## src/rtl/pool_pkg.sv

```systemverilog
// pool_pkg
// Shared definitions for the max-pooling window sequencer and its PE
// interface: PE control encodings, per-isize max identities and the
// sequencer state type.
package pool_pkg;

  // PE operation select: SET loads the element, COMPARE keeps the running max.
  localparam logic POOL_CTRL_SET     = 1'b0;
  localparam logic POOL_CTRL_COMPARE = 1'b1;

  // Most-negative value per lane, so a COMPARE with it never changes the max.
  localparam logic [15:0] POOL_ID_8X2 = 16'h8080;
  localparam logic [15:0] POOL_ID_16  = 16'h8000;

  // S_FIRST: next accepted element opens a window. S_ACC: inside a window.
  typedef enum logic {
    S_FIRST = 1'b0,
    S_ACC   = 1'b1
  } pool_state_e;

endpackage

```

## src/rtl/pool_win_cnt.sv

```systemverilog
// pool_win_cnt
// Pooling-window element counter. Latches the window length on the element
// that opens a window and flags whether the element offered now would be the
// window's last one.
//
// Ports:
//   clk, rst     clock, asynchronous active-high reset
//   adv          an element is accepted this cycle
//   cfg_win_len  requested window length (0 -> 1, above MAX_WIN_LEN -> MAX_WIN_LEN)
//   state        S_FIRST / S_ACC
//   last         an element accepted now closes the window
module pool_win_cnt
  import pool_pkg::*;
#(
  parameter int MAX_WIN_LEN = 9,
  parameter int CNT_W       = $clog2(MAX_WIN_LEN + 1)
) (
  input  logic             clk,
  input  logic             rst,
  input  logic             adv,
  input  logic [CNT_W-1:0] cfg_win_len,
  output pool_state_e      state,
  output logic             last
);

  logic [CNT_W-1:0] cnt;
  logic [CNT_W-1:0] win_len;
  logic [CNT_W-1:0] eff_len;

  // Lengths outside 1..MAX_WIN_LEN are clamped so the counter always wraps.
  always_comb begin
    eff_len = cfg_win_len;
    if (cfg_win_len == '0)
      eff_len = CNT_W'(1);
    else if (cfg_win_len > CNT_W'(MAX_WIN_LEN))
      eff_len = CNT_W'(MAX_WIN_LEN);
  end

  // In S_FIRST the length is not latched yet, so look at the live config.
  assign last = (state == S_FIRST) ? (eff_len == CNT_W'(1))
                                   : (cnt == win_len - CNT_W'(1));

  always_ff @(posedge clk or posedge rst) begin
    if (rst) begin
      state   <= S_FIRST;
      cnt     <= '0;
      win_len <= CNT_W'(1);
    end else if (adv) begin
      if (state == S_FIRST)
        win_len <= eff_len;
      if (last) begin
        state <= S_FIRST;
        cnt   <= '0;
      end else begin
        state <= S_ACC;
        cnt   <= cnt + CNT_W'(1);
      end
    end
  end

endmodule

```

## src/rtl/pool_win_seq.sv

```systemverilog
// pool_win_seq
// Window sequencer feeding one max-pooling PE lane. Streams elements from the
// line buffer to the PE with SET on a window's first element and COMPARE on
// the rest, then captures the PE's registered max into a one-entry output
// register with a valid/ready handshake.
//
// Optional build macro: POOL_RELU_EN -- clamp each negative signed lane of
// the captured result to zero. Undefined: result is passed through unchanged.
//
// Ports:
//   clk, rst          clock, asynchronous active-high reset
//   cfg_win_len       elements per window, sampled at window start
//   cfg_isize         0 = two signed 8-bit lanes, 1 = one signed 16-bit word
//   in_valid/in_ready/in_data     element stream from the line buffer
//   pool_ctrl         0 = SET, 1 = COMPARE, to PE
//   pool_set_isize    lane format, to PE
//   pool_idata        element (or max identity during gaps), to PE
//   pool_odata        PE registered max
//   out_valid/out_ready/out_data  pooled result stream
module pool_win_seq
  import pool_pkg::*;
#(
  parameter int WORD_SIZE   = 16,
  parameter int MAX_WIN_LEN = 9,
  parameter int CNT_W       = $clog2(MAX_WIN_LEN + 1)
) (
  input  logic                 clk,
  input  logic                 rst,
  input  logic [CNT_W-1:0]     cfg_win_len,
  input  logic                 cfg_isize,
  input  logic                 in_valid,
  output logic                 in_ready,
  input  logic [WORD_SIZE-1:0] in_data,
  output logic                 pool_ctrl,
  output logic                 pool_set_isize,
  output logic [WORD_SIZE-1:0] pool_idata,
  input  logic [WORD_SIZE-1:0] pool_odata,
  output logic                 out_valid,
  input  logic                 out_ready,
  output logic [WORD_SIZE-1:0] out_data
);

  pool_state_e          state;
  logic                 last;
  logic                 accept;
  logic                 win_start;
  logic                 cap_pend;
  logic                 isize_q;
  logic [WORD_SIZE-1:0] cap_word;

`ifdef POOL_RELU_EN
  function automatic logic [WORD_SIZE-1:0] relu_clamp(
    input logic [WORD_SIZE-1:0] d,
    input logic                 isize
  );
    logic signed [WORD_SIZE-1:0]   w;
    logic signed [WORD_SIZE/2-1:0] hi;
    logic signed [WORD_SIZE/2-1:0] lo;
    w  = d;
    hi = d[WORD_SIZE-1:WORD_SIZE/2];
    lo = d[WORD_SIZE/2-1:0];
    if (isize) begin
      relu_clamp = (w < 0) ? '0 : d;
    end else begin
      relu_clamp = {(hi < 0) ? {(WORD_SIZE/2){1'b0}} : d[WORD_SIZE-1:WORD_SIZE/2],
                    (lo < 0) ? {(WORD_SIZE/2){1'b0}} : d[WORD_SIZE/2-1:0]};
    end
  endfunction

  assign cap_word = relu_clamp(pool_odata, isize_q);
`else
  assign cap_word = pool_odata;
`endif

  pool_win_cnt #(
    .MAX_WIN_LEN (MAX_WIN_LEN),
    .CNT_W       (CNT_W)
  ) u_cnt (
    .clk         (clk),
    .rst         (rst),
    .adv         (accept),
    .cfg_win_len (cfg_win_len),
    .state       (state),
    .last        (last)
  );

  // Only a window-closing element needs room downstream: it must not collide
  // with a capture still pending or a result that cannot leave this cycle.
  assign in_ready  = !rst && (!last || (!cap_pend && (!out_valid || out_ready)));
  assign accept    = in_valid && in_ready;
  assign win_start = accept && (state == S_FIRST);

  // The PE registers these on the same edge as the accept. With no element,
  // COMPARE against the lane identity so the running max is held.
  always_comb begin
    pool_ctrl      = POOL_CTRL_COMPARE;
    pool_set_isize = isize_q;
    pool_idata     = isize_q ? WORD_SIZE'(POOL_ID_16) : WORD_SIZE'(POOL_ID_8X2);
    if (accept) begin
      pool_idata = in_data;
      if (win_start) begin
        pool_ctrl      = POOL_CTRL_SET;
        pool_set_isize = cfg_isize;
      end
    end
  end

  always_ff @(posedge clk or posedge rst) begin
    if (rst) begin
      isize_q  <= 1'b1;
      cap_pend <= 1'b0;
    end else begin
      if (win_start)
        isize_q <= cfg_isize;
      cap_pend <= accept && last;
    end
  end

  // Capture stage: the PE max is valid the cycle after the last element.
  // isize_q still describes the finished window here, since a new window can
  // only relatch it at the end of this cycle.
  always_ff @(posedge clk or posedge rst) begin
    if (rst) begin
      out_valid <= 1'b0;
      out_data  <= '0;
    end else if (cap_pend) begin
      out_valid <= 1'b1;
      out_data  <= cap_word;
    end else if (out_ready) begin
      out_valid <= 1'b0;
    end
  end

endmodule

```

## config.mk

```make
export PLATFORM = sky130hd
export DESIGN_NAME = pool_win_seq
export DESIGN_NICKNAME = d
export VERILOG_FILES = /design/src/rtl/pool_pkg.sv /design/src/rtl/pool_win_cnt.sv /design/src/rtl/pool_win_seq.sv
export SDC_FILE = /design/constraint.sdc
export NUM_CORES = 1
export LEC_CHECK = 0
export ABC_CLOCK_PERIOD_IN_PS = 3300
export BUFFER_PORTS_ARGS = -buffer_cell sky130_fd_sc_hd__buf_2
export CAP_MARGIN = 25
export CORE_MARGIN = 5
export CORE_UTILIZATION = 30
export DETAILED_ROUTE_END_ITERATION = 16
export MAX_ROUTING_LAYER = met4
export REMOVE_ABC_BUFFERS = 1
export SLEW_MARGIN = 20
export SYNTH_ARGS = -nofsm -noshare
export SYNTH_HDL_FRONTEND = slang
export SYNTH_SLANG_ARGS = --single-unit
```

## constraint.sdc

```tcl
create_clock -name clk -period 3.3 [get_ports clk]
set_clock_uncertainty 0.15 [all_clocks]
set_input_delay 0.165 -clock clk [delete_from_list [all_inputs] [get_ports clk]]
set_output_delay 0.165 -clock clk [all_outputs]
set_load 0.01 [all_outputs]
```

==> impl_metrics.py, run 1 <==
metrics = {
    "outcome": {
        "status": "finished, final reports clean",
    },
    "timing": {
        "fin_setup_tns_ps": 0,
        "post-route-min-period_ps": 2802,
        "clock.fmax_mhz": 356.9,
        "setup_viol": 0,
        "finalHoldViolCount": 0,
        "tightest_slew_ps": 669.8,
        "slew_viol_final": 0,
        "period_share_pct": 84.90,
        "worst_slack_ps": 498.3,
        "slew_headroom_pct": 55.35,
        "hold_slack_ps": 5.112,
        "grt_setup_unrepaired": "no",
    },
    "place": {
        "hpwl_um": 2650,
        "place_inst": 246,
        "finalWeightedCongestion": 0.7932,
        "place_ws_ps": 799.8,
        "placed_cell_area_um2": 1824,
        "numPortBuffers": 76,
    },
    "routing": {
        "drcViolationCount": 0,
        "drt_iter0_markers": 18,
        "routedWlPerCell_um": 12.89,
        "wl_um": 3467,
        "antenna_left": 0,
        "vias": 1210,
        "firstDrtPassIters": 4,
        "routed_via_density": 4.498,
    },
    "die": {
        "ioPinCount": 77,
        "rows": 24,
        "die_area_um2": 6013,
        "coreArea_um2": 4384,
        "initial_core_util_pct": 31.22,
        "die_x_um": 77.55,
        "die_y_um": 77.55,
    },
    "cells_and_area": {
        "multiInputGateArea_um2": 626.9,
        "fin_area_um2": 2059,
        "num_antenna_cells": 0,
        "final_nets": 261,
        "fillers": 409,
        "area_growth_pct": 50.46,
        "stdcell_count": 269,
        "ff_latch_area_um2": 703.2,
        "final_layout_size_suffix_gt1_share_pct": 48.39,
    },
    "worst_hold_path": {
        "holdPathStages": 3,
        "worstHoldEndpoint": "u_cnt.win_len[2]$_DFFE_PP0P_",
        "worstHoldPathType": "in2reg",
        "hold_path.startpoint": "cfg_win_len[2]",
    },
    "power": {
        "peakVddDrop_v": 0.0002650,
        "powerDensity_nw_per_um2": 594.2,
        "power.leakage_nw": 1.058,
    },
    "synth": {
        "synth_edf_count": 0,
        "syn_inst": 119,
        "async_flop_share_pct": 100.0,
        "synth_top_family_by_area": "simple AND/OR/NAND/NOR gates",
        "synth_area_per_cell_um2": 11.50,
        "ys_warn_count": 0,
        "synthSimpleGateAreaFrac_pct": 15.63,
        "synth_seq_cells": 28,
        "ys_seq_area_share_pct": 51.37,
        "synth_top_flop_cell": "dfrtp_1",
        "yosys.cell_types.count": 30,
        "synth_compound_gate_area_share_pct": 8.227,
        "synth_adder_area_share_pct": 1.828,
        "netlist_area_um2": 1369,
        "synthMuxAreaShare_pct": 15.63,
        "synth_xor_area_share_pct": 4.479,
    },
    "critical_path": {
        "worstReg2RegEnd": "u_cnt.cnt[0]$_DFFE_PP0N_",
        "crit_fanout": 16,
        "startpoint_type": "flop",
        "crit_required_ps": 2980,
        "cp.arrival_ps": 2490,
        "reg2reg_slack_ps": 1000,
        "path_class": "reg2out",
        "crit_path_end_kind": "primary output",
        "reg2reg_depth": 7,
        "rr_startpoint": "u_cnt.win_len[0]$_DFFE_PP1P_",
    },
    "clocking": {
        "root_buffer": "clkbuf_8",
        "hold_buffers": 19,
        "clkSinkCount": 28,
        "clkSlewWorstSetupHoldPaths_ps": 90,
        "htreeDepth": 1,
        "clk_latency_ps": 260,
        "cts_buffer_depth": 2,
        "cts_resized": 0,
        "cts_tree": "yes",
        "cts_setup_buffers": 0,
        "numCtsBuffers": 3,
    },
    "global_routing": {
        "grt.overflow.total": 0,
        "grt_usage_pct": 12.06,
        "grt_max_degree": 18,
        "grt_pass1_vias": 1213,
        "grt_pass1_wl_um": 5796,
        "antenna_found_initial": 0,
    },
    "job": {
        "maxCapViolCount": 0,
    },
}
==> logic make-up (layout without fill, tap and decap cells) <==
kind of cell / count (synthesis) / count (layout)
muxes: 19 / 19
AOI/OAI and AO/OA: 14 / 14
adders and majority gates: 2 / 2
and+or+nand+nor: 39 / 39
DFF: 28 / 28
xor gates and xnor gates: 7 / 7
buffers and inverters: 10 / 108
==> final cells by class <==
class,instances,share of cell area [%]
Clock buffer,4,2.187
Inverter,7,1.276
Multi-Input combinational cell,81,30.44
Sequential cell,28,34.14
Tap cell,52,3.159
Timing Repair Buffer,97,28.80
==> cell usage after synthesis (3+ instances only) <==
| cell | n | area [um^2] |
|---|---|---|
| xnor2_1 | 4 | 35.03 |
| xor2_1 | 3 | 26.28 |
| nor2_1 | 5 | 18.77 |
| dfrtp_1 | 26 | 650.6 |
| mux2_2 | 19 | 214.0 |
| and2_1 | 14 | 87.58 |
| a21oi_1 | 4 | 20.02 |
| inv_1 | 7 | 26.28 |
| nand2_1 | 8 | 30.03 |
| nand3_1 | 3 | 15.01 |
==> report_power, final <==
| part | internal (W) | switching [W] | leakage [nW] |
|---|---|---|---|
| Clock | 0.0000863 | 0.0000981 | 0.0228 |
| Combinational | 0.000256 | 0.000226 | 0.696 |
| Sequential | 0.000475 | 0.0000824 | 0.339 |
| Total | 0.000817 | 0.000406 | 1.06 |
==> state kept, by name (all words and copies together) (netlist names) <==
signal,count
cap_pend,1
u_cnt.cnt,4
u_cnt.win_len,4
u_cnt.state,1
out_data,16
out_valid,1
isize_q,1
==> layout by cell type (no fill, tap or decap), types with 2 or more instances in the layout <==
master,netlist,final
dlygate4sd3_1,0,19
clkbuf_8,0,3
ha_1,2,2
a21o_1,2,2
mux2_2,19,19
nand2b_1,2,2
nand3b_1,2,2
dfrtp_1,26,26
nand3_1,3,3
and2_1,14,14
a21oi_1,4,4
nor2_1,5,5
xor2_1,3,3
buf_2,0,76
inv_1,7,7
xnor2_1,4,4
nand2_1,8,8
dfstp_2,2,2
==> worst max path at each step <==
stage	start	end	slack (ps)	cells past startpoint
6_report	u_cnt.win_len[0]$_DFFE_PP1P_	pool_idata[6]	500	8
5_1_grt	u_cnt.win_len[0]$_DFFE_PP1P_	pool_idata[6]	330	8
4_1_cts	u_cnt.win_len[0]$_DFFE_PP1P_	pool_idata[6]	490	8
3_5_place_dp	u_cnt.win_len[0]$_DFFE_PP1P_	pool_idata[6]	800	8
3_3_place_gp	u_cnt.win_len[0]$_DFFE_PP1P_	pool_idata[6]	840	8
2_1_floorplan	u_cnt.win_len[0]$_DFFE_PP1P_	pool_idata[0]	1090	7
==> routing by layer <==
metal	up-vias	track usage, %	part of all wire [%]
met1	530	15.66	46
met5	-	-	0
met4	0	3.608	1.1
met3	4	3.356	10
li1	602	-	-
met2	74	18.35	42
==> critical path, cell delays in order (launching register included) <==
cell     delay (ps)
dfstp_2         560
inv_1            60
ha_1            290
xor2_1          150
nand3_1         150
o31ai_4         410
a21oi_2         220
and2_1          230
buf_2           140
==> stage by stage <==
step	utilization (%)	power, W
after floorplan	-	0.0008465
after global placement	41.27	0.001023
after detailed placement	41.61	0.001034
after CTS	46.97	0.001237
after global routing	46.97	0.001312
final	46.97	0.001224
(Power assumes the default switching activity.)
==> run 2: changes to the inputs <==
- ABC_CLOCK_PERIOD_IN_PS: 3300 -> 2800
- clock period: 3.3 -> 2.8 ns (I/O delays scaled with it)
==> run 2 against run 1 <==
Against the previous run: worst hold slack worse by 4.6 ps; die area unchanged; total power is 29% higher; register-to-register slack got worse by 640 ps; count of clock-buffer cells in the layout is 1 lower; sequential share of layout area fell by 1.8 points; cell area is 5.7% higher; clock power increased by 71%; routed wire length rose by 5.9%; setup slack lost 360 ps; non-clock buffer count is 8 higher.
==> impl_metrics.py, run 2 (synthesis gave the netlist of run 1 again) <==
metrics = {
    "outcome": {
        "status": "finished, final reports clean",
    },
    "die": {
        "rows": 24,
        "initial_core_util_pct": 31.22,
        "ioPinCount": 77,
        "die_x_um": 77.55,
        "die_area_um2": 6013,
        "die_y_um": 77.55,
        "coreArea_um2": 4384,
    },
    "power": {
        "pwr-share-comb_pct": 38.6,
        "peakVddDrop_v": 0.0003051,
        "clkPwrFrac_pct": 19.9,
        "switching_share_pct": 31.81,
        "switchingPower_w": 0.0005034,
        "pwr-share-seq_pct": 41.5,
        "power.leakage_nw": 1.119,
        "powerDensity_nw_per_um2": 726.9,
        "p_int_w": 0.001079,
    },
    "critical_path": {
        "crit_fanout": 8,
        "path_class": "reg2out",
        "crit_path_end_kind": "primary output",
        "cp.arrival_ps": 2370,
        "startpoint_type": "flop",
        "crit_required_ps": 2510,
    },
    "cells_and_area": {
        "largest_register_ffs": 16,
        "ff_latch_area_um2": 703.2,
        "reg.largest.list": "out_data: 16 flops, u_cnt.cnt: 4 flops, u_cnt.win_len: 4 flops",
        "multiInputGateArea_um2": 660.6,
        "regMostFlops": "out_data",
        "final_common_cell": "buf_2",
        "area_growth_pct": 59.05,
        "final_layout_size_suffix_gt1_share_pct": 51.33,
        "most-common-layout-cells": "buf_2 (76), dfrtp_1 (26), dlygate4sd3_1 (21)",
        "final_nets": 270,
        "fillers": 387,
        "num_antenna_cells": 0,
    },
    "clocking": {
        "numCtsBuffers": 3,
        "root_buffer": "clkbuf_8",
        "htreeDepth": 1,
        "clk_latency_ps": 270,
        "clkSinkCount": 28,
        "cts_tree": "yes",
        "cts_buffer_depth": 2,
        "clkSlewWorstSetupHoldPaths_ps": 100,
    },
    "timing": {
        "clock.fmax_mhz": 375.5,
        "period_share_pct": 95.12,
        "setup_viol": 0,
        "slew_viol_final": 0,
        "finalHoldViolCount": 0,
        "hold_slack_ps": 0.5023,
        "post-route-min-period_ps": 2663,
        "grt_setup_unrepaired": "no",
        "slew_headroom_pct": 72.67,
        "fin_setup_tns_ps": 0,
        "tightest_slew_ps": 410.0,
    },
    "global_routing": {
        "grt_max_degree": 23,
        "grt_pass1_vias": 1232,
        "grt_pass1_wl_um": 5989,
        "grt.overflow.total": 0,
        "grt_usage_pct": 12.48,
        "antenna_found_initial": 0,
    },
    "routing": {
        "routed_via_density": 4.522,
        "antenna_left": 0,
        "vias": 1257,
        "drt_iter0_markers": 23,
        "wl_um": 3672,
        "routedWlPerCell_um": 13.21,
        "firstDrtPassIters": 2,
        "drcViolationCount": 0,
    },
    "job": {
        "maxCapViolCount": 0,
    },
    "place": {
        "hpwl_um": 2651,
        "numPortBuffers": 76,
        "finalWeightedCongestion": 0.7965,
    },
    "worst_hold_path": {
        "worstHoldPathType": "in2reg",
    },
}
-- run 2: final cells by class --
cell class / count / area share [%]
clock buffers: 3 / 1.897
clock inverters: 1 / 1.379
inverters: 7 / 1.207
multi-input cells: 82 / 30.34
flip-flops and latches: 28 / 32.30
well taps: 52 / 2.989
repair buffers: 105 / 29.89
-- run 2: final timing paths --
| check | startpoint | to | slack (ps) | cells past startpoint |
|---|---|---|---|---|
| hold / removal | cfg_win_len[0] | u_cnt.win_len[0]$_DFFE_PP1P_ | 0.5 | 3 |
| max in group asynchronous | rst | isize_q$_DFF_PP1_ | 1710 | 4 |
| min in group asynchronous | rst | u_cnt.cnt[3]$_DFFE_PP0N_ | 190 | 3 |
| setup / recovery | u_cnt.win_len[0]$_DFFE_PP1P_ | pool_idata[6] | 140 | 9 |
| setup reg to reg | u_cnt.win_len[0]$_DFFE_PP1P_ | u_cnt.cnt[3]$_DFFE_PP0N_ | 360 | 9 |
| hold reg to reg | out_data[6]$_DFFE_PP0P_ | out_data[6]$_DFFE_PP0P_ | 360 | 1 |
-- run 2: critical path, stage by stage (launching register included) --
cell	delay, ps
dfstp_2	570
inv_1	60
ha_2	310
xor2_1	130
nand3_1	150
o31ai_4	290
buf_4	180
a21oi_4	70
and2_1	200
buf_2	140
-- run 2: power by group through the flow --
stage	logic, W	clock network [W]	registers (W)
finish	0.000611	0.000314	0.000657
CTS	0.000580	0.000323	0.000654
floorplan	0.000288	0	0.000710
global route	0.000672	0.000341	0.000677
global placement	0.000550	0	0.000659
detailed placement	0.000559	0	0.000661
-- run 2: routing by layer --
metal	up-vias	part of all wire, %	GRT usage, %	wire length [um]
met5	-	0	-	0
met4	0	0.63	3.093	23
met3	2	9.8	3.935	360
met2	72	45	18.10	1658
met1	562	44	16.96	1631
li1	621	-	-	-
-- run 2: stage by stage --
step / cell area (um^2) / total power (W) / utilization [%] / setup slack (ps) / std cells
after floorplan: 1356 / 0.0009977 / - / 616.6 / 116
after global placement: 1824 / 0.001209 / 41.61 / 365.8 / 247
after CTS: 2106 / 0.001558 / 48.03 / 26.97 / 272
after detailed placement: 1824 / 0.001220 / 41.61 / 343.0 / 247
after global routing: 2177 / 0.001690 / 49.66 / 31.30 / 278
final: 2177 / 0.001583 / 49.66 / 136.6 / 278
-- run 2: timing repair --
| action | CTS | global route |
|---|---|---|
| gates resized for setup | 0 | 4 |
| setup endpoints to repair | 0 | 16 |
| hold buffers | 21 | 0 |
| hold endpoints to repair | 26 | 0 |
| setup buffers | 0 | 5 |
==> run 3: changes to the inputs <==
- CELL_PAD_IN_SITES_DETAIL_PLACEMENT: default -> 1
- CELL_PAD_IN_SITES_GLOBAL_PLACEMENT: default -> 1
- CORE_MARGIN: 5 -> default
- HOLD_SLACK_MARGIN: default -> 0.15
- PLACE_DENSITY_LB_ADDON: default -> 0.1
==> run 3 against run 2 <==
Against the previous run: critical path type unchanged; setup slack better by 7.6 ps; worst hold slack better by 200 ps; largest cell class unchanged; sequential share of layout area is 0.68 points higher; critical endpoint is now pool_idata[8]; non-clock buffer count is 1 lower.
==> impl_metrics.py, run 3 (synthesis gave the netlist of run 1 again) <==
metrics = {
    "die": {
        "ioPinCount": 77,
        "die_area_um2": 4837,
        "initial_core_util_pct": 31.22,
        "rows": 24,
        "coreArea_um2": 4384,
        "die_y_um": 69.55,
        "die_x_um": 69.55,
    },
    "global_routing": {
        "antenna_found_initial": 0,
        "grt_usage_pct": 15.98,
        "grt_max_degree": 17,
        "grt_pass1_vias": 1381,
        "grt_pass1_wl_um": 6085,
        "grt.overflow.total": 0,
    },
    "routing": {
        "vias": 1281,
        "drt_iter0_markers": 26,
        "wl_um": 3570,
        "met3_length_um": 168,
        "drcViolationCount": 0,
        "antenna_left": 0,
        "routed_via_density": 4.641,
        "firstDrtPassIters": 4,
        "routed-wl-met2_um": 1869,
        "top_layer_used": "met4",
        "routedWlPerCell_um": 12.93,
        "m1WireLength_um": 1505,
    },
    "cells_and_area": {
        "area_growth_pct": 55.76,
        "final_nets": 268,
        "final_layout_size_suffix_gt1_share_pct": 48.21,
        "regMostFlops": "out_data",
        "most-common-layout-cells": "buf_2 (76), dfrtp_1 (26), dlygate4sd3_1 (24)",
        "num_antenna_cells": 0,
        "largest_register_ffs": 16,
        "fillers": 512,
        "reg.largest.list": "out_data: 16 flops, u_cnt.cnt: 4 flops, u_cnt.win_len: 4 flops",
        "final_util_pct": 48.63,
        "final_common_cell": "buf_2",
    },
    "clocking": {
        "cts_buffer_depth": 2,
        "numCtsBuffers": 3,
        "root_buffer": "clkbuf_8",
        "clkSinkCount": 28,
        "cts_tree": "yes",
        "clkSlewWorstSetupHoldPaths_ps": 90,
        "htreeDepth": 1,
        "clk_latency_ps": 270,
    },
    "timing": {
        "slew_headroom_pct": 60.58,
        "setup_viol": 0,
        "finalHoldViolCount": 0,
        "slew_viol_final": 0,
        "tightest_slew_ps": 590.7,
        "hold_slack_ps": 201.6,
        "post-route-min-period_ps": 2656,
        "worst_slack_ps": 144.2,
        "period_share_pct": 94.85,
        "fin_setup_tns_ps": 0,
        "grt_setup_unrepaired": "no",
        "clock.fmax_mhz": 376.5,
    },
    "place": {
        "place_ws_ps": 318.4,
        "finalWeightedCongestion": 0.7197,
        "numPortBuffers": 76,
        "hpwl_um": 2653,
    },
    "critical_path": {
        "cp.arrival_ps": 2370,
        "reg2reg_slack_ps": 350,
        "rr_startpoint": "u_cnt.win_len[0]$_DFFE_PP1P_",
        "crit_required_ps": 2510,
        "crit_path_end_kind": "primary output",
        "crit_fanout": 16,
        "startpoint_type": "flop",
        "worstReg2RegEnd": "u_cnt.cnt[3]$_DFFE_PP0N_",
        "reg2reg_depth": 8,
        "path_class": "reg2out",
    },
    "outcome": {
        "status": "finished, final reports clean",
    },
    "worst_hold_path": {
        "worstHoldEndpoint": "out_valid$_DFFE_PP0P_",
        "worstHoldPathType": "in2reg",
        "holdPathStages": 4,
        "hold_path.startpoint": "out_ready",
    },
    "power": {
        "power_w": 0.001460,
        "powerDensity_nw_per_um2": 684.9,
        "power.leakage_nw": 1.084,
        "peakVddDrop_v": 0.0002717,
    },
    "job": {
        "maxCapViolCount": 0,
    },
}
==> run 3: cell count changes in the layout (fill, tap and decap cells not counted), moves of 2 or more <==
cell and delta:
buf_4 -4, dlygate4sd3_1 +3, xnor2_1 +2, xnor2_2 -2
==> run 3: area by class of cell <==
class / count / area (um^2) / area share (%)
Clock buffer: 4 / 45.04 / 2.113
Inverter: 7 / 26.28 / 1.232
Multi-Input combinational cell: 81 / 641.9 / 30.11
Sequential cell: 28 / 703.2 / 32.98
Tap cell: 52 / 65.06 / 3.052
Timing Repair Buffer: 104 / 650.6 / 30.52
==> run 3: per-layer routing <==
metal | global-route usage [%] | up-vias
li1 | - | 616
met1 | 17.89 | 613
met2 | 29.56 | 48
met3 | 2.471 | 4
met4 | 3.855 | 0
met5 | - | -
==> run 3: worst max path at each step <==
| stage | start | to | slack (ps) | depth (start not counted) |
|---|---|---|---|---|
| after floorplan | u_cnt.win_len[0]$_DFFE_PP1P_ | pool_idata[0] | 620 | 7 |
| after global placement | u_cnt.win_len[0]$_DFFE_PP1P_ | pool_idata[5] | 410 | 8 |
| after detailed placement | u_cnt.win_len[0]$_DFFE_PP1P_ | pool_idata[8] | 320 | 8 |
| after CTS | u_cnt.win_len[0]$_DFFE_PP1P_ | pool_idata[7] | 100 | 8 |
| after global routing | u_cnt.win_len[0]$_DFFE_PP1P_ | pool_idata[6] | 4 | 8 |
| final | u_cnt.win_len[0]$_DFFE_PP1P_ | pool_idata[8] | 140 | 8 |
==> run 3: repair_timing <==
item / in CTS / in global routing
endpoints found under the setup margin: 1 / 1
gates resized for setup: 1 / 1
hold buffers: 24 / 0
hold endpoints to repair: 36 / 0
pin swaps: 1 / 1
buffers inserted: 0 / 1
==> run 3: critical path: stages, from the launching register on <==
cell and delay [ps]:
dfstp_2 570, inv_1 60, ha_1 300, xor2_1 130, nand3_1 150, o31ai_4 390
a21oi_4 170, and2_1 200, buf_2 140
==> run 3: through the flow <==
| step | cells | area, um^2 |
|---|---|---|
| final | 276 | 2132 |
| after global routing | 276 | 2132 |
| after CTS | 275 | 2117 |
| after detailed placement | 247 | 1824 |
| after global placement | 247 | 1824 |
| after floorplan | 116 | 1356 |
==> run 3: report_power, final <==
part / switching, W / internal [W]
combinational: 0.000274 / 0.000310
clock: 0.000122 / 0.000102
sequential: 0.0000928 / 0.000560
